File: src/rtl/rbcla_feed_pkg.sv
// Shared widths, types and helpers for the rbcla_feed_stage operand feeder.
// Optional statistics are enabled with RBCLA_FEED_STATS_EN.
package rbcla_feed_pkg;

    localparam int unsigned OP_W_DEF  = 29;
    localparam int unsigned SUM_W_DEF = 30;
    localparam int unsigned STAT_W    = 16;

    typedef logic [OP_W_DEF-1:0]  op_t;
    typedef logic [SUM_W_DEF-1:0] sum_t;

    typedef enum logic {
        OP_EMPTY  = 1'b0,
        OP_LOADED = 1'b1
    } op_state_t;

    // Saturating increment for the statistics counters.
    function automatic logic [STAT_W-1:0] sat_inc(input logic [STAT_W-1:0] v);
        return (&v) ? v : v + STAT_W'(1);
    endfunction

endpackage

File: src/rtl/rbcla_feed_fifo.sv
// Result FIFO: circular buffer with wrapping pointers, occupancy count and
// pass-through push when full and popped in the same cycle.
module rbcla_feed_fifo
    import rbcla_feed_pkg::*;
#(
    parameter int unsigned W     = SUM_W_DEF,
    parameter int unsigned DEPTH = 2
) (
    input  logic                         clk,
    input  logic                         rst,
    input  logic                         push,
    input  logic [W-1:0]                 din,
    input  logic                         pop,
    output logic [W-1:0]                 dout,
    output logic [$clog2(DEPTH+1)-1:0]   cnt,
    output logic                         full,
    output logic                         empty
);

    localparam int unsigned PTR_W = $clog2(DEPTH);
    localparam int unsigned CNT_W = $clog2(DEPTH+1);

    logic [W-1:0]     mem [DEPTH];
    logic [PTR_W-1:0] rd_ptr;
    logic [PTR_W-1:0] wr_ptr;
    logic             do_push;
    logic             do_pop;

    assign full    = (cnt == CNT_W'(DEPTH));
    assign empty   = (cnt == '0);
    assign do_pop  = pop & ~empty;
    assign do_push = push & (~full | do_pop);
    assign dout    = mem[rd_ptr];

    // Depth is a power of two, so pointer overflow is the modulo wrap.
    always_ff @(posedge clk) begin
        if (rst) begin
            rd_ptr <= '0;
            wr_ptr <= '0;
            cnt    <= '0;
            for (int i = 0; i < int'(DEPTH); i++) begin
                mem[i] <= '0;
            end
        end else begin
            if (do_push) begin
                mem[wr_ptr] <= din;
                wr_ptr      <= wr_ptr + PTR_W'(1);
            end
            if (do_pop) begin
                rd_ptr <= rd_ptr + PTR_W'(1);
            end
            case ({do_push, do_pop})
                2'b10:   cnt <= cnt + CNT_W'(1);
                2'b01:   cnt <= cnt - CNT_W'(1);
                default: cnt <= cnt;
            endcase
        end
    end

endmodule

File: src/rtl/rbcla_feed_stage.sv
// Operand register and result buffer around the combinational UBRCL_28_0_28_0
// adder. Optional counters/hold flag when RBCLA_FEED_STATS_EN is defined.
module rbcla_feed_stage
    import rbcla_feed_pkg::*;
#(
    parameter int unsigned OP_W       = OP_W_DEF,
    parameter int unsigned FIFO_DEPTH = 2
) (
    input  logic              clk,
    input  logic              rst,
    input  logic              in_valid,
    output logic              in_ready,
    input  logic [OP_W-1:0]   in_x,
    input  logic [OP_W-1:0]   in_y,
    output logic [OP_W-1:0]   add_x_o,
    output logic [OP_W-1:0]   add_y_o,
    input  logic [OP_W:0]     add_s_i,
`ifdef RBCLA_FEED_STATS_EN
    output logic [STAT_W-1:0] stat_in_cnt,
    output logic [STAT_W-1:0] stat_out_cnt,
    output logic              stat_hold,
`endif
    output logic              out_valid,
    input  logic              out_ready,
    output logic [OP_W:0]     out_sum,
    output logic              busy
);

    localparam int unsigned SUM_W = OP_W + 1;
    localparam int unsigned CNT_W = $clog2(FIFO_DEPTH + 1);

    op_state_t        state_q;
    op_state_t        state_d;
    logic             op_vld;
    logic             pop;
    logic             xfer;
    logic             accept;
    logic [CNT_W-1:0] fifo_cnt;
    logic             fifo_full;
    logic             fifo_empty;

    assign op_vld    = (state_q == OP_LOADED);
    assign pop       = out_valid & out_ready;
    assign xfer      = op_vld & (~fifo_full | pop);
    assign in_ready  = ~op_vld | xfer;
    assign accept    = in_valid & in_ready;
    assign out_valid = (fifo_cnt != '0);
    assign busy      = op_vld | ~fifo_empty;

    always_ff @(posedge clk) begin
        if (rst) begin
            state_q <= OP_EMPTY;
        end else begin
            state_q <= state_d;
        end
    end

    // A refill in the same cycle as the transfer keeps the register loaded.
    always_comb begin
        state_d = state_q;
        case (state_q)
            OP_EMPTY:  if (accept)          state_d = OP_LOADED;
            OP_LOADED: if (xfer & ~accept)  state_d = OP_EMPTY;
            default:                        state_d = OP_EMPTY;
        endcase
    end

    // Operands hold their last value between acceptances.
    always_ff @(posedge clk) begin
        if (rst) begin
            add_x_o <= '0;
            add_y_o <= '0;
        end else if (accept) begin
            add_x_o <= in_x;
            add_y_o <= in_y;
        end
    end

    rbcla_feed_fifo #(
        .W     (SUM_W),
        .DEPTH (FIFO_DEPTH)
    ) u_fifo (
        .clk   (clk),
        .rst   (rst),
        .push  (xfer),
        .din   (add_s_i),
        .pop   (pop),
        .dout  (out_sum),
        .cnt   (fifo_cnt),
        .full  (fifo_full),
        .empty (fifo_empty)
    );

`ifdef RBCLA_FEED_STATS_EN
    always_ff @(posedge clk) begin
        if (rst) begin
            stat_in_cnt  <= '0;
            stat_out_cnt <= '0;
        end else begin
            if (accept) stat_in_cnt  <= sat_inc(stat_in_cnt);
            if (pop)    stat_out_cnt <= sat_inc(stat_out_cnt);
        end
    end

    assign stat_hold = in_valid & ~in_ready;
`endif

endmodule

File: config.mk
export PLATFORM = sky130hd
export DESIGN_NAME = rbcla_feed_stage
export DESIGN_NICKNAME = d
export VERILOG_FILES = /design/src/rtl/rbcla_feed_pkg.sv /design/src/rtl/rbcla_feed_fifo.sv /design/src/rtl/rbcla_feed_stage.sv
export SDC_FILE = /design/constraint.sdc
export NUM_CORES = 1
export LEC_CHECK = 0
export ABC_AREA = 1
export ABC_CLOCK_PERIOD_IN_PS = 7100
export BUFFER_PORTS_ARGS = -buffer_cell sky130_fd_sc_hd__buf_2
export CELL_PAD_IN_SITES_DETAIL_PLACEMENT = 0
export CELL_PAD_IN_SITES_GLOBAL_PLACEMENT = 1
export CORE_MARGIN = 5
export CORE_UTILIZATION = 40
export DETAILED_ROUTE_END_ITERATION = 10
export PLACE_DENSITY_LB_ADDON = 0.1
export SYNTH_ARGS = -nofsm -noshare
export SYNTH_HDL_FRONTEND = slang
export SYNTH_HIERARCHICAL = 1
export SYNTH_SLANG_ARGS = --single-unit
File: constraint.sdc
create_clock -name clk -period 7.1 [get_ports clk]
set_clock_uncertainty 0.05 [all_clocks]
set_input_delay 1.065 -clock clk [delete_from_list [all_inputs] [get_ports clk]]
set_output_delay 1.065 -clock clk [all_outputs]
set_load 0.05 [all_outputs]
# Word level (Yosys, flattened, before mapping)
# Memories as Yosys holds them, arrays and structs flattened. A register that Yosys moved wholly into a read port is not among the register bits.
# Index checks and enable logic that the tools add are counted.
[totals]
mem_count = 1
ram_bits = 60
regBits = 63
elab_cells = 46
output_inout_bits = 91
[op_classes]
eq_ne = 3
mux = 14
reduce_logical = 4
addsub = 4
bitwise = 14
[memory_table]
columns = ["memory", "depth", "word_bits", "read_ports", "rd_clocked_by_memory_dff", "wr", "line", "text"]
rows = [
  ["u_fifo.mem", 2, 30, 1, 1, 2, "rbcla_feed_fifo.sv:23", "logic [W-1:0] mem [DEPTH];"],
]
[ops]
columns = ["op", "count"]
rows = [
  ["2-to-1 mux 30 bit", 1],
  ["OR reduction 30 bit", 1],
  ["2-to-1 mux 1 bit", 11],
  ["AND 1 bit", 6],
  ["equality test 2 bit, second input constant", 2],
  ["NOT 1 bit", 4],
  ["OR 1 bit", 4],
  ["one-hot mux 2 bit (2 select lines)", 1],
  ["nonzero test 2 bit", 2],
  ["adder 1 bit, second input constant", 2],
  ["adder 2 x 1 -> 2 bit, second input constant", 1],
  ["equality test 2 x 1 -> 1 bit, second input constant", 1],
  ["zero test 2 bit", 1],
  ["one-hot mux 1 bit (2 select lines)", 1],
  ["subtractor 2 x 1 -> 2 bit, second input constant", 1],
]

# Logic depth before layout (Yosys ltp)
# Gate-level depths: netlist of run 1.
[logic_depth]
word_depth = 10
mapped_depth = 11
depth_no_buf = 11

# By module
# The synthesis of run 1 kept the hierarchy.
[modules_own_cells]
columns = ["mod", "cells_per_inst", "area_each_um2", "seq_area_each_um2", "n_inst"]
rows = [
  ["rbcla_feed_fifo", 231, 2817.7, 1901.8, 1],
  ["rbcla_feed_stage", 391, 2710.1, 1181.1, 1],
]

# Least setup slack after synthesis of run 1
# No wires, ideal clock.
[synth_path]
kind = "input to register"
start = "input port out_ready"
end = "memory u_fifo/mem[0][0] in the netlist's numbering (enable)"
n_path_buf = 1
required_time_ns = 6.663
setup_ns = 0.387
t_arrival_ns = 2.486
setup_slack_ns = 4.177
stages = 7
path_cell_list = "o21ai_2 a21oi_1 nand2_2 nor2_2 nand2_2 buf_6 nand2_1"
[synth_lines]
columns = ["element", "line", "text"]
rows = [
  ["start: declaration", "rbcla_feed_stage.sv:24", "input logic out_ready,"],
  ["end: declaration", "rbcla_feed_fifo.sv:23", ""],
]

# Final worst setup path of run 1
[layout_path]
start = "input port out_ready"
end = "output port in_ready"
[layout_via]
elab_chain_cells = 4
[layout_rtl]
columns = ["element", "line", "text"]
rows = [
  ["AND 1 bit", "rbcla_feed_stage.sv:43", "assign pop = out_valid & out_ready;"],
  ["OR 1 bit", "rbcla_feed_stage.sv:44", "assign xfer = op_vld & (~fifo_full | pop);"],
  ["AND 1 bit", "rbcla_feed_stage.sv:44", ""],
  ["OR 1 bit", "rbcla_feed_stage.sv:45", "assign in_ready = ~op_vld | xfer;"],
  ["end: declaration", "rbcla_feed_stage.sv:12", "output logic in_ready,"],
]
# Every way passes these cells.

==> results of run 1 <==
[worst max-delay path: stages]
cell and delay [ps]:
buf_2 110, o21ai_2 90, nand3_4 160, buf_2 250
[worst paths after layout]
kind	startpoint	endpoint	slack [ps]	cells past startpoint
setup / recovery	out_ready	in_ready	4310	4
hold / removal	add_y_o[3]	add_y_o[3]	420	2
setup reg to reg	u_fifo/cnt[0]	u_fifo/mem[0][10]	4550	9
hold reg to reg	add_y_o[3]	add_y_o[3]	420	2
[state kept, by name, indices dropped and copies added (netlist names), named ones only]
signal         count
u_fifo/wr_ptr      1
u_fifo/cnt         2
op_vld             1
u_fifo/mem        60
u_fifo/rd_ptr      1
add_y_o           29
add_x_o           29
[synth_stat cells, types with 6 or more instances]
master    instances
clkbuf_1          7
a21oi_2          20
edfxtp_1         60
buf_6             7
dfxtp_1          64
inv_1            99
nand3_1          64
mux2_2           30
nor2_1          117
a21oi_1          43
nand2_1          68
buf_2            20
buf_1             6
[power groups by stage]
| stage | clock [mW] | combinational [mW] | sequential [mW] |
|---|---|---|---|
| floorplan | 0 | 0.152 | 0.906 |
| global placement | 0 | 0.310 | 0.826 |
| detailed placement | 0 | 0.313 | 0.828 |
| CTS | 0.939 | 0.314 | 0.814 |
| global route | 0.972 | 0.336 | 0.817 |
| finish | 0.915 | 0.310 | 0.813 |
[area by class of cell]
type / count / area (µm²) / area share
clock buffers: 18 / 429 / 0.0602
clock inverters: 13 / 199 / 0.0279
inverters: 101 / 379 / 0.0532
multi-input cells: 356 / 1840 / 0.259
flip-flops and latches: 124 / 3080 / 0.433
well taps: 180 / 225 / 0.0316
repair buffers: 189 / 966 / 0.136
[cell families (layout without fill, tap and decap cells)]
logic type             count (synthesis)  count (layout)  share of synthesized area
muxes                                 30              30                     0.0611
AOI/OAI and AO/OA                     67              67                     0.0751
DFF                                  124             124                      0.558
and+or+nand+nor                      259             259                      0.195
buffers and inverters                142             321                      0.111
[layer usage]
layer,track usage,share of wire
met5,0,0
met3,0.0690,0.092
met2,0.274,0.49
met1,0.176,0.40
met4,0.0568,0.012
==> reports/results.tsv, run 1 <==
metric	value	unit
CP required	5980	ps
CTS tree	yes	
achievable frequency	358	MHz
CTS sink cnt	124	
routed len/inst	13.0	µm
post-CTS sizing	0	
root buf cell	clkbuf_16	
Yosys top cell by area	edfxtp_1	
initial antenna violation count	0	
layout cells sized above 1	0.350	
Worst-path clk slew	60	ps
CP arrival	1680	ps
Setup Slack @ Placement	3960	ps
Synth Net Count	714	
area of the core	13700	µm²
CP Class	in -> out	
worst vdd ir	0.000115	V
first-pass GRT wire length	20700	µm
Antenna diodes	0	
Fill cells	1330	
RSZ-0062 raised after global routing	no	
initial cell density of the core	0.403	
syn avg cell area	8.89	µm²
Clock Power Share	0.449	
crit end category	output pin	
Sw Pwr	0.540	mW
die area	16300	µm²
synthesized flop and latch total	124	
number of synthesized flops with an enable pin	60	
Layout area overhead	28.9	%
row count	43	
mapped cell area	5530	µm²
commonest cells after routing, fill and taps aside	buf_2 (181), nor2_1 (117), inv_1 (98), nand2_1 (68), dfxtp_1 (64)	
Pleak	3.64	nW
clock latency at the later pin of the worst-skew pair	400	ps
vias in the first global route	4360	
routed via count	4432	
final core utilization	0.519	
Comb pwr share	0.152	
gr usage total	0.159	
hold_buf cts	0	
I/O Buffers	182	
die width	128	µm
Startpoint Class	input pin	
crit path max fanout	11	
cells after synthesis	622	
H-tree depth	4	
Syn. warnings	6	
Power Total	2.04	mW
Synth area leaders	edfxtp_1 (33%), dfxtp_1 (23%), nor2_1 (7.9%), inv_1 (6.7%), mux2_2 (6.1%)	
CTS buffer count	17	
Final Critical Period	2790	ps
pwr dens	286	nW/µm²
worst hold slack	422	ps
DRC	0	
Fin. Hold Viols	0	
area post-placement	6500	µm²
pin count of the biggest net entering global routing	109	
slew margin rel.	0.223	
I/O Pins	183	
post-DP HPWL	8340	µm
most common cell after layout, fill and taps aside	buf_2	
Non-Filler Instances	981	
vias per inst	4.52	
top_reg_cell synth	dfxtp_1	
RD Place Congestion	0.779	
sequential share of power	0.399	
Die H	128	µm
setup ws final	4310	ps
status	finished clean	
Cell Int Power	1.50	mW
Post-DRT Antenna Nets	0	
Hold Crit Class	reg -> reg	
Post-CTS Setup Inserts	0	
max-slew violations	0	
sum of negative setup slack	0	ps
1st-pass router iterations	7	
sequential area share after synthesis	0.558	
Async S/R FF share, synth	0	
Worst Tran Pin Value	1170	ps
Sw Ratio	0.265	
area share of the largest cell type after synthesis	0.326	
final WL	12800	µm
placed cell count	950	
GRT Residual Overflow	0	
maxcap violations	0	
fin area	7120	µm²
DR iter-0 viols	211	
Clock Tree Buf Depth	2	
period utilisation layout	0.394	
setup violators final	0	
Netlist cell types	22	
Final #Nets	881	
Power figures use the tool's default switching activity.
==> run 2: changes to the inputs <==
- ABC_AREA: 1 -> 0
- ABC_CLOCK_PERIOD_IN_PS: 7100 -> 2500
- CORE_UTILIZATION: 40 -> 35
- clock period: 7.1 -> 2.5 ns (I/O delays scaled with it)
==> run 2 against run 1 <==
Critical path type is now reg -> reg. Synthesized area up 0.16%. Utilization down 5.3 points. Routed wire length down 1.6%. Non-clock buffer count is 6 higher.
==> reports/results.tsv, run 2 <==
metric	value	unit	change
status	finished clean		
crit path max fanout	25		+14
initial antenna violation count	3		+3
pin count of the biggest net entering global routing	63		-42%
routed len/inst	14.5	µm	+11%
top-count cell post-synth	nand2b_1		
crit end category	register		
mapped cell area	5540	µm²	+0.16%
initial cell density of the core	0.352		-0.0506
gr usage total	0.139		-0.0208
Die H	136	µm	+6.4%
setup ws final	311	ps	-3990 ps
first-pass GRT wire length	19700	µm	-4.6%
achievable frequency	457	MHz	
CP required	2720	ps	-3260 ps
final core utilization	0.466		-0.0530
Syn. warnings	6		unchanged
Clock Tree Buf Depth	2		unchanged
Async S/R FF share, synth	0		unchanged
worst reg2reg path depth	6		-3
Worst-path clk slew	60	ps	about the same
CP arrival	2410	ps	+730 ps
I/O Buffers	182		unchanged
max reg flops	60		unchanged
most common cell after layout, fill and taps aside	buf_2		
Post-DRT Antenna Nets	0		unchanged
routed via count	3780		-15%
GRT Residual Overflow	0		unchanged
I/O Pins	183		unchanged
Final Critical Period	2190	ps	
fin area	7330	µm²	+2.8%
DRC	0		unchanged
worst vdd ir	0.000469	V	+310%
endpoint of the worst hold path	add_y_o[24]		
1st-pass router iterations	4		-3
final WL	12600	µm	-1.6%
synthesized flop and latch total	124		unchanged
Hold Crit Class	in -> reg		
Hold Startpoint	in_y[24]		
Worst Tran Pin Value	587	ps	-579 ps
H-tree depth	4		unchanged
CTS buffer count	17		unchanged
Startpoint Class	register		
Layout area overhead	32.3	%	
area post-placement	6740	µm²	+3.7%
Final #Nets	728		-17%
vias in the first global route	3938		-9.7%
Setup Slack @ Placement	159	ps	-3800 ps
area of the core	15700	µm²	+15%
Top Registers	u_fifo/mem: 60 flops, add_x_o: 29 flops, add_y_o: 29 flops		
r2r startpoint	u_fifo/cnt[1]		
slew margin rel.	0.609		+0.386
placed cell count	833		-12%
commonest cells after routing, fill and taps aside	buf_2 (182), nand2b_1 (119), dfxtp_1 (64), edfxtp_1 (60), mux2i_1 (59)		
area share of the largest cell type after synthesis	0.325		-0.000516
period utilisation layout	0.876		
setup violators final	0		unchanged
RSZ-0062 raised after global routing	no		
CP Class	reg -> reg		
vias per inst	4.36		-3.4%
Pleak	3.31	nW	-9.3%
CTS tree	yes		
flop-to-flop setup slack	310	ps	-4240 ps
Netlist cell types	33		+50%
sum of negative setup slack	0	ps	unchanged
Yosys top cell by area	edfxtp_1		
clock latency at the later pin of the worst-skew pair	400	ps	about the same
layout cells sized above 1	0.419		+0.0695
max-slew violations	0		unchanged
Non-Filler Instances	866		-12%
die area	18400	µm²	+13%
root buf cell	clkbuf_16		
synth cell count leaders	nand2b_1 (119), dfxtp_1 (64), edfxtp_1 (60), mux2i_1 (59), and2_1 (48)		
Worst R2R End	u_fifo/mem[0][28]		
Fin. Hold Viols	0		unchanged
cells after synthesis	452		-27%
Synth area leaders	edfxtp_1 (33%), dfxtp_1 (23%), nand2b_1 (13%), mux2i_1 (11%), mux2_2 (6.1%)		
DR iter-0 viols	112		-47%
number of synthesized flops with an enable pin	60		unchanged
die width	136	µm	+6.4%
maxcap violations	0		unchanged
sequential area share after synthesis	0.557		-0.000882
row count	46		+7.0%
worst hold slack	170	ps	-252 ps
hold path cells	3		+1
pwr dens	764	nW/µm²	+170%
Biggest register	u_fifo/mem		
post-DP HPWL	8590	µm	+3.0%
top_reg_cell synth	dfxtp_1		
Power Total	5.60	mW	+170%
syn avg cell area	12.2	µm²	+38%
RD Place Congestion	0.698		-11%
Synth Net Count	544		-24%
CTS sink cnt	124		unchanged
## run 2: cell count changes after synthesis, sizes merged, moves of 60 or more
| cell | change |
|---|---|
| nand3 | -63 |
| and2 | +60 |
| nand2b | +119 |
| inv | -99 |
| nor2 | -116 |
| nand2 | -71 |
## run 2: how the worst max path moves through the flow
stage	start	to	slack, ps
after floorplan	u_fifo/cnt[0]	u_fifo/mem[1][0]	60
after detailed placement	u_fifo/cnt[1]	u_fifo/mem[1][15]	160
after global routing	u_fifo/cnt[1]	u_fifo/mem[0][4]	110
after CTS	u_fifo/cnt[1]	u_fifo/mem[1][27]	150
final	u_fifo/cnt[1]	u_fifo/mem[0][28]	310
after global placement	u_fifo/cnt[1]	u_fifo/mem[1][15]	220
## run 2: logic make-up after synthesis
group                     after synthesis  synth area share
and+or+nand+nor                       194             0.228
buffers and inverters                  32            0.0303
muxes                                  89             0.168
AOI/OAI and AO/OA                      11            0.0138
DFF                                   124             0.557
xor gates and xnor gates                2           0.00316
## run 2: critical path: stages (launching register included)
cell and delay, ps:
dfxtp_1 500, o21ai_2 160, a21boi_0 300, buf_4 200, nor4b_4 460, buf_12 240
and2_1 140
## run 2: routing by layer
layer	global-route usage	up-vias	share of wire	routed length, µm
li1	-	1886	-	-
met1	0.158	1754	0.42	5280
met5	0	-	0.0027	34
met4	0.0554	4	0.015	191
met2	0.218	117	0.46	5810
met3	0.0743	19	0.099	1240
## run 2: area by class of cell
class | count | area (µm²)
clock inverter | 12 | 148
fill | 1519 | 8390
clock buffer | 20 | 437
sequential | 124 | 3080
multi-input combinational | 296 | 2310
inverter | 2 | 7.51
antenna | 1 | 2.50
timing repair buffer | 195 | 1070
tap | 216 | 270
## run 2: timing repair
action | in CTS | in global routing
gates resized for setup | 0 | 1
setup buffers | 0 | 0
setup endpoints to repair | 0 | 11
hold buffers | 0 | 0
## run 2: where the power goes
group / internal [mW] / switching, mW / total, mW
clock network: 1.56 / 0.878 / 2.44
logic: 0.283 / 0.581 / 0.864
registers: 2.25 / 0.0475 / 2.30
total: 4.09 / 1.51 / 5.60
==> run 3: changes to the inputs <==
- SYNTH_HIERARCHICAL: 1 -> default
==> run 3 against run 2 <==
Combinational power grew 83%. Cell area shrank 3.6%. Routed wire length shrank 2.0%.
==> reports/results.tsv, run 3 <==
metric	value	unit	change
DR iter-0 viols	204		+82%
CTS tree	yes		
compound-cell area share of the yosys netlist	0.00900		-0.00479
post-DP HPWL	8250	µm	-4.0%
vias in the first global route	3761		-4.5%
setup violators final	0		unchanged
largest family of logic cells by synthesized area	simple AND/OR/NAND/NOR gates		
1st-pass router iterations	4		unchanged
Post-DRT Antenna Nets	0		unchanged
cells after synthesis	442		-2.2%
sequential area share after synthesis	0.568		+0.0116
crit end category	output pin		
Clock Tree Buf Depth	2		unchanged
layout cells sized above 1	0.396		-0.0232
Post-CTS Setup Inserts	0		unchanged
Hold Crit Class	in -> reg		
simple-gate share of the synthesized area	0.222		-0.00633
pwr dens	881	nW/µm²	+15%
sequential share of power	0.380		-0.031
period utilisation layout	0.851		-0.0248
gr usage total	0.138		-0.00100
commonest cells after routing, fill and taps aside	buf_2 (182), nand2b_1 (117), dfxtp_1 (64), and2_1 (60), edfxtp_1 (60)		
Netlist cell types	27		-18%
Final #Nets	714		-1.9%
I/O Buffers	182		unchanged
Yosys top cell by area	edfxtp_1		
Biggest register	u_fifo.mem		
status	finished clean		
Die H	134	µm	-0.95%
Comb pwr share	0.253		+0.099
Syn. warnings	0		-6
syn avg cell area	12.3	µm²	+0.18%
vias per inst	4.50		+3.1%
root buf cell	clkbuf_16		
area share of the largest cell type after synthesis	0.332		+0.00676
CP Class	reg -> out		
routed via count	3702		-2.1%
Cell Int Power	4.23	mW	+3.3%
Fill cells	1466		-3.5%
sum of negative setup slack	0	ps	unchanged
hold_buf cts	0		unchanged
routed len/inst	15.0	µm	+3.1%
Top Registers	u_fifo.mem: 60 flops, add_x_o: 29 flops, add_y_o: 29 flops		
worst hold slack	148	ps	-21.9 ps
CTS sink cnt	124		unchanged
clock latency at the later pin of the worst-skew pair	400	ps	about the same
slew margin rel.	0.327		-0.282
mapped cell area	5420	µm²	-2.0%
Fin. Hold Viols	0		unchanged
number of synthesized flops with an enable pin	60		unchanged
post-CTS sizing	0		unchanged
Synth Net Count	535		-1.7%
CP required	2080	ps	-640 ps
final WL	12300	µm	-2.0%
worst vdd ir	0.000426	V	-9.2%
Worst-path clk slew	50	ps	about the same
H-tree depth	4		unchanged
RD Place Congestion	0.693		-0.63%
max-slew violations	0		unchanged
DRC	0		unchanged
Post-Synth Adder-Cell Area	0.00231		+0.00231
initial cell density of the core	0.357		+0.00443
area of the core	15200	µm²	-3.2%
achievable frequency	470	MHz	+2.9%
multiplexer share of the synthesized area	0.169		+0.00164
die area	18100	µm²	-1.9%
top_reg_cell synth	dfxtp_1		
Worst Tran Pin Value	1010	ps	+423 ps
CP arrival	1700	ps	-710 ps
crit path max fanout	30		+20%
Final Critical Period	2130	ps	-62.1 ps
synth cell count leaders	nand2b_1 (117), dfxtp_1 (64), and2_1 (60), edfxtp_1 (60), mux2i_1 (58)		
Synth area leaders	edfxtp_1 (33%), dfxtp_1 (24%), nand2b_1 (13%), mux2i_1 (11%), and2_1 (6.9%)		
most common cell after layout, fill and taps aside	buf_2		
RSZ-0062 raised after global routing	no		
top-count cell post-synth	nand2b_1		
Startpoint Class	register		
Async S/R FF share, synth	0		unchanged
Pleak	3.21	nW	-2.8%
post-synthesis xor/xnor area fraction	0.00484		+0.00168
Clock Power Share	0.367		-0.068
max reg flops	60		unchanged
die width	134	µm	-0.95%
CTS buffer count	17		unchanged
GRT Residual Overflow	0		unchanged
Layout area overhead	30.3	%	
pin count of the biggest net entering global routing	88		+40%
initial antenna violation count	3		unchanged
maxcap violations	0		unchanged
Sw Ratio	0.321		+0.0516
Sw Pwr	2.00	mW	+32%
I/O Pins	183		unchanged
synthesized flop and latch total	124		unchanged
first-pass GRT wire length	19500	µm	-1.2%
row count	45		-2.2%
## run 3: cell types whose count changed in the layout (fill, tap and decap cells not counted), sizes merged, moves of 2 or more
cell,previous run,this run
a21oi,4,2
nand2b,119,117
buf,195,189
or3,0,2
clkinvlp,3,1
xnor2,0,2
inv,2,0
clkbuf,20,22
## run 3: path summary, 6_finish.rpt
check                start               end  slack (ps)  cells after the start
max               register       out_sum[21]         370                      3
min reg2reg     add_x_o[6]        add_x_o[6]         420                      2
max reg2reg  u_fifo.cnt[1]  u_fifo.mem[1][6]         420                      3
min               in_valid            op_vld         150                      3
## run 3: stage by stage
step	utilization	instance area (µm²)	total power, mW	std cells	setup WS [ps]
after floorplan	-	5430	3.62	442	462
after global placement	0.429	6520	3.98	790	366
after detailed placement	0.429	6520	4.00	790	320
after CTS	0.465	7060	6.31	822	324
after global routing	0.465	7070	6.50	823	274
final	0.465	7070	6.23	823	373
## run 3: cell type report
type | count | area (µm²) | area share
multi-input combinational | 289 | 2240 | 0.317
tap | 188 | 235 | 0.0333
antenna | 1 | 2.50 | 0.000354
clock inverter | 10 | 100 | 0.0142
timing repair buffer | 189 | 963 | 0.136
sequential | 124 | 3080 | 0.436
clock buffer | 22 | 444 | 0.0629
## run 3: cells by family after synthesis
family                     after synthesis
AOI/OAI and AO/OA                        7
xor gates and xnor gates                 3
adders and majority gates                1
buffers and inverters                   29
DFF                                    124
muxes                                   88
and+or+nand+nor                        190
## run 3: power by group through the flow
stage               registers, mW  logic (mW)  clock network, mW
global placement             2.39        1.59                  0
CTS                          2.36        1.60               2.35
finish                       2.36        1.58               2.29
detailed placement           2.40        1.60                  0
floorplan                    2.60        1.02                  0
global route                 2.38        1.67               2.45
## run 3: routing by layer
metal / track usage / routed length [µm] / vias up
li1: - / - / 1840
met1: 0.160 / 5140 / 1722
met2: 0.215 / 5670 / 115
met3: 0.0719 / 1260 / 21
met4: 0.0560 / 218 / 4
met5: 0 / 20 / -
## run 3: critical path, cell delays in order (launching register included)
cell and delay, ps:
dfxtp_1 300, buf_4 370, mux2_2 400, buf_2 210
